==> config.mk <==
export PLATFORM = sky130hd
export DESIGN_NAME = keypad_cmd_ctrl
export DESIGN_NICKNAME = d
export VERILOG_FILES = /design/src/rtl/keypad_cmd_ctrl.sv
export SDC_FILE = /design/constraint.sdc
export NUM_CORES = 1
export LEC_CHECK = 0
export CAP_MARGIN = 20
export CORE_MARGIN = 5
export CORE_UTILIZATION = 54
export CTS_CLUSTER_DIAMETER = 30
export CTS_CLUSTER_SIZE = 10
export DETAILED_ROUTE_END_ITERATION = 6
export PLACE_DENSITY = 0.82
export SLEW_MARGIN = 25
export SYNTH_ARGS = -nofsm -noshare
export SYNTH_HDL_FRONTEND = slang
export SYNTH_SLANG_ARGS = --single-unit
==> constraint.sdc <==
create_clock -name i_clk -period 3.1 [get_ports i_clk]
set_clock_uncertainty 0.05 [all_clocks]
set_input_delay 0.31 -clock i_clk [delete_from_list [all_inputs] [get_ports i_clk]]
set_output_delay 0.31 -clock i_clk [all_outputs]
set_load 0.02 [all_outputs]
==> src/rtl/keypad_cmd_ctrl.sv <==
// rtl/keypad_cmd_ctrl.sv - keypad press qualifier, command mapper with auto-repeat, and command FIFO
// Scanner key codes are debounced, mapped to maze commands and queued for the game logic.

module keypad_cmd_fifo #(
   parameter int DEPTH = 4,
   parameter int CNT_W = 3
) (
   input  logic             i_clk,
   input  logic             i_reset,
   input  logic             i_push,
   input  logic [2:0]       i_push_data,
   input  logic             i_pop_req,
   output logic             o_valid,
   output logic [2:0]       o_data,
   output logic [CNT_W-1:0] o_cnt,
   output logic             o_overflow
);
   localparam int PTR_W = $clog2(DEPTH);

   logic [2:0]       r_mem [DEPTH];
   logic [PTR_W-1:0] r_wr_ptr;
   logic [PTR_W-1:0] r_rd_ptr;
   logic [CNT_W-1:0] r_cnt;
   logic             r_overflow;

   logic w_full;
   logic w_pop;
   logic w_push_ok;

   assign w_full    = (r_cnt == CNT_W'(DEPTH));
   assign w_pop     = (r_cnt != '0) && i_pop_req;
   // A full FIFO still accepts a push when the head leaves in the same cycle.
   assign w_push_ok = i_push && (!w_full || w_pop);

   always_ff @(posedge i_clk) begin
      if (i_reset) begin
         for (int i = 0; i < DEPTH; i++) begin
            r_mem[i] <= '0;
         end
         r_wr_ptr   <= '0;
         r_rd_ptr   <= '0;
         r_cnt      <= '0;
         r_overflow <= 1'b0;
      end else begin
         if (w_push_ok) begin
            r_mem[r_wr_ptr] <= i_push_data;
            r_wr_ptr        <= r_wr_ptr + 1'b1;
         end
         if (w_pop) begin
            r_rd_ptr <= r_rd_ptr + 1'b1;
         end
         if (w_push_ok && !w_pop) begin
            r_cnt <= r_cnt + 1'b1;
         end else if (!w_push_ok && w_pop) begin
            r_cnt <= r_cnt - 1'b1;
         end
         if (i_push && !w_push_ok) begin
            r_overflow <= 1'b1;
         end
      end
   end

   assign o_valid    = (r_cnt != '0);
   assign o_data     = r_mem[r_rd_ptr];
   assign o_cnt      = r_cnt;
   assign o_overflow = r_overflow;
endmodule

module keypad_cmd_ctrl #(
   parameter int STABLE_CYC = 1000,
   parameter int REPEAT_DLY = 25000000,
   parameter int REPEAT_INT = 5000000,
   parameter int FIFO_DEPTH = 4
) (
   input  logic                        i_clk,
   input  logic                        i_reset,
   input  logic                        i_key_valid,
   input  logic [3:0]                  i_key_code,
   input  logic                        i_cmd_ready,
   output logic                        o_cmd_valid,
   output logic [2:0]                  o_cmd,
   output logic [$clog2(FIFO_DEPTH):0] o_fifo_cnt,
   output logic                        o_overflow,
   output logic [2:0]                  o_state
);
   localparam int MAX_SD  = (STABLE_CYC > REPEAT_DLY) ? STABLE_CYC : REPEAT_DLY;
   localparam int CYC_MAX = (MAX_SD > REPEAT_INT) ? MAX_SD : REPEAT_INT;
   // The counter only ever reaches CYC_MAX-1.
   localparam int CYC_W   = (CYC_MAX > 1) ? $clog2(CYC_MAX) : 1;
   localparam int CNT_W   = $clog2(FIFO_DEPTH) + 1;

   localparam logic [CYC_W-1:0] STABLE_LAST = CYC_W'(STABLE_CYC - 1);
   localparam logic [CYC_W-1:0] DLY_LAST    = CYC_W'(REPEAT_DLY - 1);
   localparam logic [CYC_W-1:0] INT_LAST    = CYC_W'(REPEAT_INT - 1);

   localparam logic [2:0] S_IDLE        = 3'd0;
   localparam logic [2:0] S_QUAL        = 3'd1;
   localparam logic [2:0] S_HELD_FIRST  = 3'd2;
   localparam logic [2:0] S_HELD_REPEAT = 3'd3;
   localparam logic [2:0] S_RELEASE     = 3'd4;

   localparam logic [2:0] CMD_NONE    = 3'd0;
   localparam logic [2:0] CMD_UP      = 3'd1;
   localparam logic [2:0] CMD_LEFT    = 3'd2;
   localparam logic [2:0] CMD_RIGHT   = 3'd3;
   localparam logic [2:0] CMD_DOWN    = 3'd4;
   localparam logic [2:0] CMD_RESTART = 3'd5;
   localparam logic [2:0] CMD_PAUSE   = 3'd6;

   logic [2:0]       r_state;
   logic [CYC_W-1:0] r_cyc;
   logic [3:0]       r_cur_code;

   logic [2:0] w_map_cmd;
   logic       w_is_dir;
   logic       w_code_match;
   logic       w_push;

   always_comb begin
      w_map_cmd = CMD_NONE;
      case (r_cur_code)
         4'd1:    w_map_cmd = CMD_UP;
         4'd4:    w_map_cmd = CMD_LEFT;
         4'd6:    w_map_cmd = CMD_RIGHT;
         4'd9:    w_map_cmd = CMD_DOWN;
         4'd0:    w_map_cmd = CMD_RESTART;
         4'd15:   w_map_cmd = CMD_PAUSE;
         default: w_map_cmd = CMD_NONE;
      endcase
   end

   assign w_is_dir     = (w_map_cmd >= CMD_UP) && (w_map_cmd <= CMD_DOWN);
   assign w_code_match = (i_key_code == r_cur_code);

   always_comb begin
      w_push = 1'b0;
      if (i_key_valid && w_code_match) begin
         case (r_state)
            S_QUAL:        w_push = (r_cyc == STABLE_LAST) && (w_map_cmd != CMD_NONE);
            S_HELD_FIRST:  w_push = (r_cyc == DLY_LAST) && w_is_dir;
            S_HELD_REPEAT: w_push = (r_cyc == INT_LAST) && w_is_dir;
            default:       w_push = 1'b0;
         endcase
      end
   end

   always_ff @(posedge i_clk) begin
      if (i_reset) begin
         r_state    <= S_IDLE;
         r_cyc      <= '0;
         r_cur_code <= '0;
      end else begin
         case (r_state)
            S_IDLE: begin
               if (i_key_valid) begin
                  r_cur_code <= i_key_code;
                  r_state    <= S_QUAL;
                  r_cyc      <= '0;
               end
            end
            S_QUAL: begin
               if (!i_key_valid) begin
                  r_state <= S_IDLE;
                  r_cyc   <= '0;
               end else if (!w_code_match) begin
                  r_cur_code <= i_key_code;
                  r_cyc      <= '0;
               end else if (r_cyc == STABLE_LAST) begin
                  r_state <= S_HELD_FIRST;
                  r_cyc   <= '0;
               end else begin
                  r_cyc <= r_cyc + 1'b1;
               end
            end
            S_HELD_FIRST: begin
               if (!i_key_valid) begin
                  r_state <= S_RELEASE;
                  r_cyc   <= '0;
               end else if (!w_code_match) begin
                  r_cur_code <= i_key_code;
                  r_state    <= S_QUAL;
                  r_cyc      <= '0;
               end else if (r_cyc == DLY_LAST) begin
                  // Non-direction keys park here with the counter saturated.
                  if (w_is_dir) begin
                     r_state <= S_HELD_REPEAT;
                     r_cyc   <= '0;
                  end
               end else begin
                  r_cyc <= r_cyc + 1'b1;
               end
            end
            S_HELD_REPEAT: begin
               if (!i_key_valid) begin
                  r_state <= S_RELEASE;
                  r_cyc   <= '0;
               end else if (!w_code_match) begin
                  r_cur_code <= i_key_code;
                  r_state    <= S_QUAL;
                  r_cyc      <= '0;
               end else if (r_cyc == INT_LAST) begin
                  r_cyc <= '0;
               end else begin
                  r_cyc <= r_cyc + 1'b1;
               end
            end
            S_RELEASE: begin
               if (i_key_valid) begin
                  r_cyc <= '0;
               end else if (r_cyc == STABLE_LAST) begin
                  r_state <= S_IDLE;
                  r_cyc   <= '0;
               end else begin
                  r_cyc <= r_cyc + 1'b1;
               end
            end
            default: begin
               r_state <= S_IDLE;
               r_cyc   <= '0;
            end
         endcase
      end
   end

   keypad_cmd_fifo #(
      .DEPTH (FIFO_DEPTH),
      .CNT_W (CNT_W)
   ) u_fifo (
      .i_clk       (i_clk),
      .i_reset     (i_reset),
      .i_push      (w_push),
      .i_push_data (w_map_cmd),
      .i_pop_req   (i_cmd_ready),
      .o_valid     (o_cmd_valid),
      .o_data      (o_cmd),
      .o_cnt       (o_fifo_cnt),
      .o_overflow  (o_overflow)
   );

   assign o_state = r_state;
endmodule
==> results.cfg, run 1 <==
[layout]
final_util = 0.664
design_area_um2 = 3680
nNetsFinal = 404
mostFrequentLayoutCells = 47 x nor2_1, 40 x dfxtp_1, 34 x buf_4
antennaDiodeCount = 0
drive_gt1_frac = 0.180
area_growth_pct = 18.5
layout_commonest_cell = nor2_1

[floorplan]
rows = 27
dieArea_um2 = 7360
start_util = 0.560
fp.dieW_um = 85.8
die_h_um = 85.8
coreArea_um2 = 5540
io_pins = 19

[sta]
tightest_slew_ns = 0.708
hold_viol = 0
finalCritPeriodShare = 1.01
maxSlewViolCount = 0
setup_ws_ns = -0.0196
clock.fmax_mhz = 321
grt_setup_unrepaired = yes
setup-violations-final = 1
min_period_ns = 3.12
slew_headroom = 0.526

[clock_tree]
cts_tree = built
cts_buffers = 5
root_buffer = clkbuf_8
cts_sinks = 54
cts.path.max_buffers = 2
htreeDepth = 2
clkSlewWorstSetupHoldPaths_ns = 0.11
clock_latency_ns = 0.32

[grt]
grt_pass1_vias = 2783
grt_pass1_wl_mm = 13.0
antenna_found_initial = 0
gr-total-overflow = 0
grt_max_degree = 21
grt.total_usage = 0.218

[worst_setup_path]
slowest_delay_ns = 0.56
reg2reg_from = r_cyc[17]
worstPathArrival_ns = 3.33
r2r_cells = 11
path_class = reg -> reg
cp.depth = 11
cp.required_ns = 3.31
cp_top_family = simple AND/OR/NAND/NOR gates
cp_max_fo = 3
path_cells = or4_4 > nand2b_4 > or3_4 > o32a_4 > nor2_4 > ha_2 > inv_2 > fa_2 > xor2_1 > or3_1 > a21oi_2
r2r-end = u_fifo.o_cnt[2]
crit_buf_inv = 1
cp_slowest_cell = or4_4
end_kind = register
rrSetupSlack_ns = -0.02
cp-start-kind = register

[route]
viasPerCell = 6.42
dr.pass1.iters = 5
drcViolationCount = 0
top_layer = met4
wirelength_met1_mm = 3.42
dr_wl_met2_mm = 3.96
num_vias = 2993
dr_wl_met3_um = 483
drt-total-wl_mm = 7.97
final_antenna_net_count = 0
drt-initial-drc-count = 290
wl_per_cell_um = 17.1

[worst_hold_path]
hold_end = r_cyc[1]
hp-class = reg -> reg
hold_path_depth = 2
min_from = r_cyc[1]

[synthesis]
synth_flop_cell = dfxtp_1
ys_seq_area_frac = 0.387
async_reset_ff_frac = 0
synth_seq_cells = 54
yosysWarnings = 0
ys_types = 67
syn_avg_cell_area_um2 = 8.79
synth_area_um2 = 3100
synth.net_count = 364
syn_inst = 353
synth_edf_count = 12

[place]
portBuffers = 18
dpl_cell_area_um2 = 3530
place.gp.congestion = 0.891
dp_hpwl_mm = 5.56

[power]
p_leak_nw = 1.27
max-vdd-ir-drop_v = 0.000219
p_per_area_nw_per_um2 = 369

[outcome]
status = finished with violations
violations = negative setup slack

[flow_run]
maxCapViolCount = 0
[synth_stat cells, drive strengths merged (3+ instances only)]
master,number,area (um^2)
nor2,48,180
dfxtp,42,841
nand2,29,109
nand3,20,100
a31oi,14,87.6
clkbuf,13,50.0
edfxtp,12,360
or3,11,73.8
nor4,10,75.1
o21ai,10,50.1
a21oi,9,48.8
inv,9,33.8
nor3,9,45.0
nand4,8,56.3
a21o,7,52.6
and3,7,43.8
a221o,6,60.1
buf,6,33.8
xnor2,6,52.6
mux2i,5,50.1
nand2b,5,38.8
nand3b,4,30.0
xor2,4,35.0
a22o,3,26.3
and2,3,18.8
mux4,3,67.6
nor4b,3,26.3
o211ai,3,22.5
o31ai,3,22.5
o41ai,3,26.3
[layout make-up]
type | instances | area (um^2)
clock buffer | 5 | 68.8
clock inverter | 3 | 23.8
sequential | 54 | 1200
fill | 458 | 1860
timing repair buffer | 52 | 435
multi-input combinational | 271 | 1820
tap | 72 | 90.1
inverter | 9 | 33.8
[kinds of logic after synthesis]
family          Yosys count  synth area share
simple gates            172             0.300
flops                    54             0.387
compound gates           78             0.195
fa+ha+maj                 3            0.0145
mux                       8            0.0379
buf+inv                  28            0.0379
xor+xnor                 10            0.0282
[flip-flops by register name, summed over array words and instances (netlist names), named ones only]
register	count
r_cur_code	4
u_fifo.r_rd_ptr	2
r_cyc	25
o_state	3
u_fifo.r_wr_ptr	2
u_fifo.r_mem	12
u_fifo.o_overflow	1
u_fifo.o_cnt	3
[stage by stage]
step / total power, mW / hold WS, ns / setup TNS [ns] / setup WS, ns / cells
2_1_floorplan: 0.887 / 0.404 / -0.0188 / -0.0188 / 353
3_3_place_gp: 0.955 / 0.403 / 0 / 0.0370 / 455
3_5_place_dp: 0.959 / 0.435 / -0.0456 / -0.0456 / 455
4_1_cts: 1.36 / 0.448 / 0 / 0.00985 / 466
5_1_grt: 1.41 / 0.485 / -0.0997 / -0.0997 / 466
6_report: 1.36 / 0.457 / -0.0196 / -0.0196 / 466
[worst register-to-register path, delay by kind of cell (launching register included)]
kind                       cells  cell delay (ns)
DFF                            1             0.33
buffers and inverters          1             0.04
AOI/OAI and AO/OA              2             0.47
xor gates and xnor gates       1             0.15
adders and majority gates      2             0.51
and+or+nand+nor                5             1.51
[power breakdown]
| group | switching [mW] | leakage, nW | internal [mW] |
|---|---|---|---|
| sequential | 0.0221 | 0.454 | 0.735 |
| clock | 0.249 | 0.0408 | 0.162 |
| combinational | 0.112 | 0.772 | 0.0783 |
[how the worst max path moves through the flow]
stage | start | endpoint | slack (ns)
2_1_floorplan | r_cyc[15] | u_fifo.o_cnt[2] | -0.02
3_3_place_gp | r_cyc[15] | u_fifo.o_cnt[2] | 0.04
3_5_place_dp | r_cyc[15] | u_fifo.o_cnt[2] | -0.05
4_1_cts | r_cyc[23] | u_fifo.o_cnt[2] | 0.01
5_1_grt | r_cyc[17] | u_fifo.o_cnt[2] | -0.1
6_report | r_cyc[17] | u_fifo.o_cnt[2] | -0.02
[per-layer routing]
| layer | up-vias | global-route usage |
|---|---|---|
| met1 | 1415 | 0.286 |
| li1 | 1413 | - |
| met2 | 146 | 0.368 |
| met3 | 19 | 0.0317 |
| met5 | - | 0 |
| met4 | 0 | 0.0748 |
[repair_timing]
action | 4_1_cts | 5_1_grt
pin swaps | 5 | 4
gates resized for setup | 4 | 4
endpoints found under the setup margin | 1 | 1
buffers inserted | 3 | 0
cloned | 0 | 0
hold buffers | 0 | 0
No activity file was read; power rests on OpenSTA's default activity.
==> run 2, diff against run 1 <==
- CORE_UTILIZATION: 54 -> 50
- PLACE_DENSITY: 0.82 -> 0.78
==> run 2 against run 1 <==
The flow now finishes without violations. Sequential power is essentially flat. Design area is 1.5% higher. Sequential share of layout area fell by 0.49 points. Global-route usage about the same. Worst hold slack worse by 0.019 ns. Wire length shrank 1.4%. Via count decreased by 0.60%. Critical path type unchanged. Largest cell class unchanged. Highest routed layer unchanged.
==> results.cfg, run 2 (synthesized netlist as in run 1, its figures left out) <==
[outcome]
status = finished, final reports clean

[route]
drt-initial-drc-count = 254
dr.pass1.iters = 5
drt-total-wl_mm = 7.86
wl_per_cell_um = 16.5
drcViolationCount = 0
num_vias = 2975
viasPerCell = 6.25
final_antenna_net_count = 0

[layout]
largest_register_ffs = 25
antennaDiodeCount = 0
layout_commonest_cell = nor2_1
drive_gt1_frac = 0.192
mostFrequentLayoutCells = 47 x nor2_1, 41 x buf_4, 40 x dfxtp_1
design_area_um2 = 3730
area_growth_pct = 20.3
nNetsFinal = 411
reg.largest.list = r_cyc: 25 flops, u_fifo.r_mem: 12 flops, r_cur_code: 4 flops
regMostFlops = r_cyc

[grt]
grt_pass1_wl_mm = 13.6
grt_pass1_vias = 2893
grt_max_degree = 21
gr-total-overflow = 0
grt.total_usage = 0.219
antenna_found_initial = 0

[worst_setup_path]
cp-start-kind = register
slowest_delay_ns = 0.56
end_kind = register
worstPathArrival_ns = 3.30
cp_max_fo = 3
path_cells = or4_4 > nand2b_4 > or3_4 > o32a_4 > nor2_4 > ha_4 > inv_2 > fa_2 > xor2_1 > or3_1 > a21oi_2
cp_slowest_cell = or4_4
path_class = reg -> reg
cp.required_ns = 3.32

[clock_tree]
htreeDepth = 2
cts_buffers = 5
cts_tree = built
clock_latency_ns = 0.32
clkSlewWorstSetupHoldPaths_ns = 0.12
cts_sinks = 54
ctsHoldBuffers = 0
root_buffer = clkbuf_8
cts.path.max_buffers = 2

[sta]
hold_viol = 0
maxSlewViolCount = 0
clock.fmax_mhz = 325
setup_ws_ns = 0.0232
finalCritPeriodShare = 0.993
tightest_slew_ns = 0.614
min_period_ns = 3.08
setup-violations-final = 0
grt_setup_unrepaired = yes
slew_headroom = 0.587

[floorplan]
fp.dieW_um = 88.8
io_pins = 19
dieArea_um2 = 7880
die_h_um = 88.8
start_util = 0.518
rows = 28
coreArea_um2 = 5990

[place]
place.gp.congestion = 0.884
portBuffers = 18
dp_hpwl_mm = 5.81
dpl_cell_area_um2 = 3600
preCtsSetupSlack_ns = -0.101

[power]
max-vdd-ir-drop_v = 0.000367
p_leak_nw = 1.32
p_per_area_nw_per_um2 = 371

[flow_run]
maxCapViolCount = 0

[worst_hold_path]
hp-class = reg -> reg
## run 2: repair_timing
action | 4_1_cts | 5_1_grt
setup endpoints to repair | 1 | 1
setup buffers | 1 | 0
gates resized for setup | 6 | 1
pin swaps | 2 | 0
## run 2: critical path: cells and delay by family, from the launching register on
kind,cells,cell delay (ns)
simple gates,5,1.53
compound gates,2,0.46
flops,1,0.34
xor+xnor,1,0.15
fa+ha+maj,2,0.47
buf+inv,1,0.04
## run 2: layer usage
layer,wire (um),track usage,up-vias
li1,-,-,1426
met1,3480,0.282,1411
met2,3720,0.354,118
met3,463,0.0419,20
met4,199,0.0989,0
met5,0,0,-
## run 2: per-stage QoR
stage                     total power, mW  cells  TNS (ns)  hold slack (ns)   util
final                                1.38    476         0            0.437  0.623
after global routing                 1.45    476   -0.0727            0.459  0.623
after CTS                            1.38    476  -0.00481            0.437  0.622
after detailed placement            0.960    467    -0.101            0.407  0.602
after global placement              0.957    467         0            0.406  0.602
after floorplan                     0.887    353   -0.0188            0.404      -
## run 2: area by class of cell
cell class / instances / area, um^2
Multi-Input combinational cell: 271 / 1820
Timing Repair Buffer: 59 / 488
Clock inverter: 3 / 28.8
Clock buffer: 5 / 68.8
Sequential cell: 54 / 1200
Fill cell: 517 / 2260
Inverter: 9 / 33.8
Tap cell: 75 / 93.8
## run 2: power breakdown
group | internal, mW | total [mW] | switching, mW
Clock | 0.170 | 0.436 | 0.266
Sequential | 0.735 | 0.756 | 0.0213
Combinational | 0.0813 | 0.192 | 0.110
Total | 0.986 | 1.38 | 0.398
## run 2: final timing paths
kind | startpoint | to | slack (ns) | depth (start not counted)
worst min register to register | u_fifo.o_overflow | u_fifo.o_overflow | 0.44 | 2
worst max-delay path | r_cyc[10] | u_fifo.o_cnt[2] | 0.02 | 11
worst max register to register | r_cyc[10] | u_fifo.o_cnt[2] | 0.02 | 11
worst min-delay path | u_fifo.o_overflow | u_fifo.o_overflow | 0.44 | 2
==> run 3, diff against run 2 <==
- DONT_BUFFER_PORTS: unset -> 1
- PLACE_DENSITY: 0.78 -> 0.74
- SETUP_SLACK_MARGIN: unset -> 0.05
==> run 3 against run 2 <==
The flow now finishes with violations (negative setup slack). Die area unchanged. Critical path depth unchanged. Power down 4.1%. Worst hold slack worse by 0.42 ns. Critical path type unchanged. Largest power group unchanged.
==> results.cfg, run 3 (synthesized netlist as in run 1, its figures left out) <==
[sta]
slew_headroom = 0.547
holdWs_ns = 0.0153
setup-violations-final = 1
setup_ws_ns = -0.0117
maxSlewViolCount = 0
finalCritPeriodShare = 1.00
grt_setup_unrepaired = yes
tightest_slew_ns = 0.673
min_period_ns = 3.11
clock.fmax_mhz = 321
hold_viol = 0

[layout]
largest_register_ffs = 25
area_growth_pct = 16.8
reg.largest.list = r_cyc: 25 flops, u_fifo.r_mem: 12 flops, r_cur_code: 4 flops
antennaDiodeCount = 0
drive_gt1_frac = 0.178
design_area_um2 = 3620
regMostFlops = r_cyc
mostFrequentLayoutCells = 46 x nor2_1, 40 x dfxtp_1, 30 x buf_4
final_util = 0.605
layout_commonest_cell = nor2_1
nNetsFinal = 397

[place]
dpl_cell_area_um2 = 3330
portBuffers = 0
dp_hpwl_mm = 5.51
place.gp.congestion = 0.848
preCtsSetupSlack_ns = -0.0675

[worst_setup_path]
cp_max_fo = 3
end_kind = register
path_class = reg -> reg
cp-start-kind = register
worstPathArrival_ns = 3.32
cp.required_ns = 3.31

[grt]
grt_pass1_wl_mm = 13.5
grt_use_met1 = 0.281
gr-total-overflow = 0
grt_busiest_layer = met2
antenna_found_initial = 0
grt_pass1_vias = 2742
grt.total_usage = 0.219
met3_usage = 0.0326
grt_max_degree = 44
grt_use_met2 = 0.376

[route]
drt-initial-drc-count = 206
dr.pass1.iters = 5
final_antenna_net_count = 0
num_vias = 2931
drcViolationCount = 0
drt-total-wl_mm = 7.99
wl_per_cell_um = 17.3
viasPerCell = 6.34

[floorplan]
fp.dieW_um = 88.8
start_util = 0.518
die_h_um = 88.8
dieArea_um2 = 7880
rows = 28
io_pins = 19
coreArea_um2 = 5990

[power]
clkPwrFrac = 0.308
internal_power_mw = 0.957
p_switching_mw = 0.369
swShare = 0.278
max-vdd-ir-drop_v = 0.000357
p_leak_nw = 1.28
p_total_mw = 1.33
share_comb_of_total_power = 0.124
p_per_area_nw_per_um2 = 366
pwr-share-seq = 0.568

[clock_tree]
clkSlewWorstSetupHoldPaths_ns = 0.11
cts_tree = built
cts_sinks = 54
htreeDepth = 2
root_buffer = clkbuf_8
cts_buffers = 5
clock_latency_ns = 0.32
cts.path.max_buffers = 2

[flow_run]
maxCapViolCount = 0

[worst_hold_path]
hp-class = in -> reg

[outcome]
status = finished with violations
violations = negative setup slack
## run 3: power groups by stage
| stage | sequential [mW] | clock [mW] | combinational [mW] |
|---|---|---|---|
| final | 0.753 | 0.408 | 0.165 |
| after global routing | 0.756 | 0.451 | 0.183 |
| after CTS | 0.753 | 0.416 | 0.159 |
| after detailed placement | 0.770 | 0 | 0.156 |
| after global placement | 0.769 | 0 | 0.153 |
| after floorplan | 0.765 | 0 | 0.122 |
## run 3: stage by stage
stage | cells | TNS [ns]
after floorplan | 353 | -0.0188
after global placement | 437 | 0
after detailed placement | 437 | -0.0675
after CTS | 459 | 0
after global routing | 462 | -0.125
final | 462 | -0.0117
## run 3: final cells by class
class | instances | area, um^2
inverters | 9 | 33.8
fillers | 507 | 2370
clock buffers | 5 | 68.8
well taps | 75 | 93.8
clock inverters | 3 | 21.3
repair buffers | 45 | 378
multi-input cells | 271 | 1820
flip-flops and latches | 54 | 1200
## run 3: final timing paths
| check | slack [ns] | startpoint | depth (start not counted) | end |
|---|---|---|---|---|
| setup reg to reg | -0.01 | r_cyc[10] | 11 | u_fifo.o_cnt[2] |
| setup / recovery | -0.01 | r_cyc[10] | 11 | u_fifo.o_cnt[2] |
| hold reg to reg | 0.50 | o_state[2] | 2 | o_state[2] |
| hold / removal | 0.02 | i_reset | 1 | register |
## run 3: metal layers
| layer | wire (um) | vias up |
|---|---|---|
| li1 | - | 1398 |
| met1 | 3400 | 1427 |
| met2 | 3990 | 97 |
| met3 | 478 | 9 |
| met4 | 120 | 0 |
| met5 | 0 | - |
## run 3: what timing repair did
| item | 4_1_cts | 5_1_grt |
|---|---|---|
| pin swaps | 3 | 0 |
| buffers inserted | 4 | 0 |
| hold endpoints to repair | 13 | 4 |
| hold buffers | 10 | 3 |
| gates resized for setup | 3 | 7 |
| endpoints found under the setup margin | 1 | 6 |
| gates cloned | 0 | 0 |
## run 3: critical path, stage by stage (launching register included)
cell and delay [ns]:
dfxtp_2 0.33, or4_4 0.54, nand2b_4 0.16, or3_4 0.37, o32a_4 0.33, nor2_4 0.12
ha_2 0.18, inv_1 0.05, fa_2 0.33, xor2_1 0.16, or3_1 0.32, a21oi_1 0.12
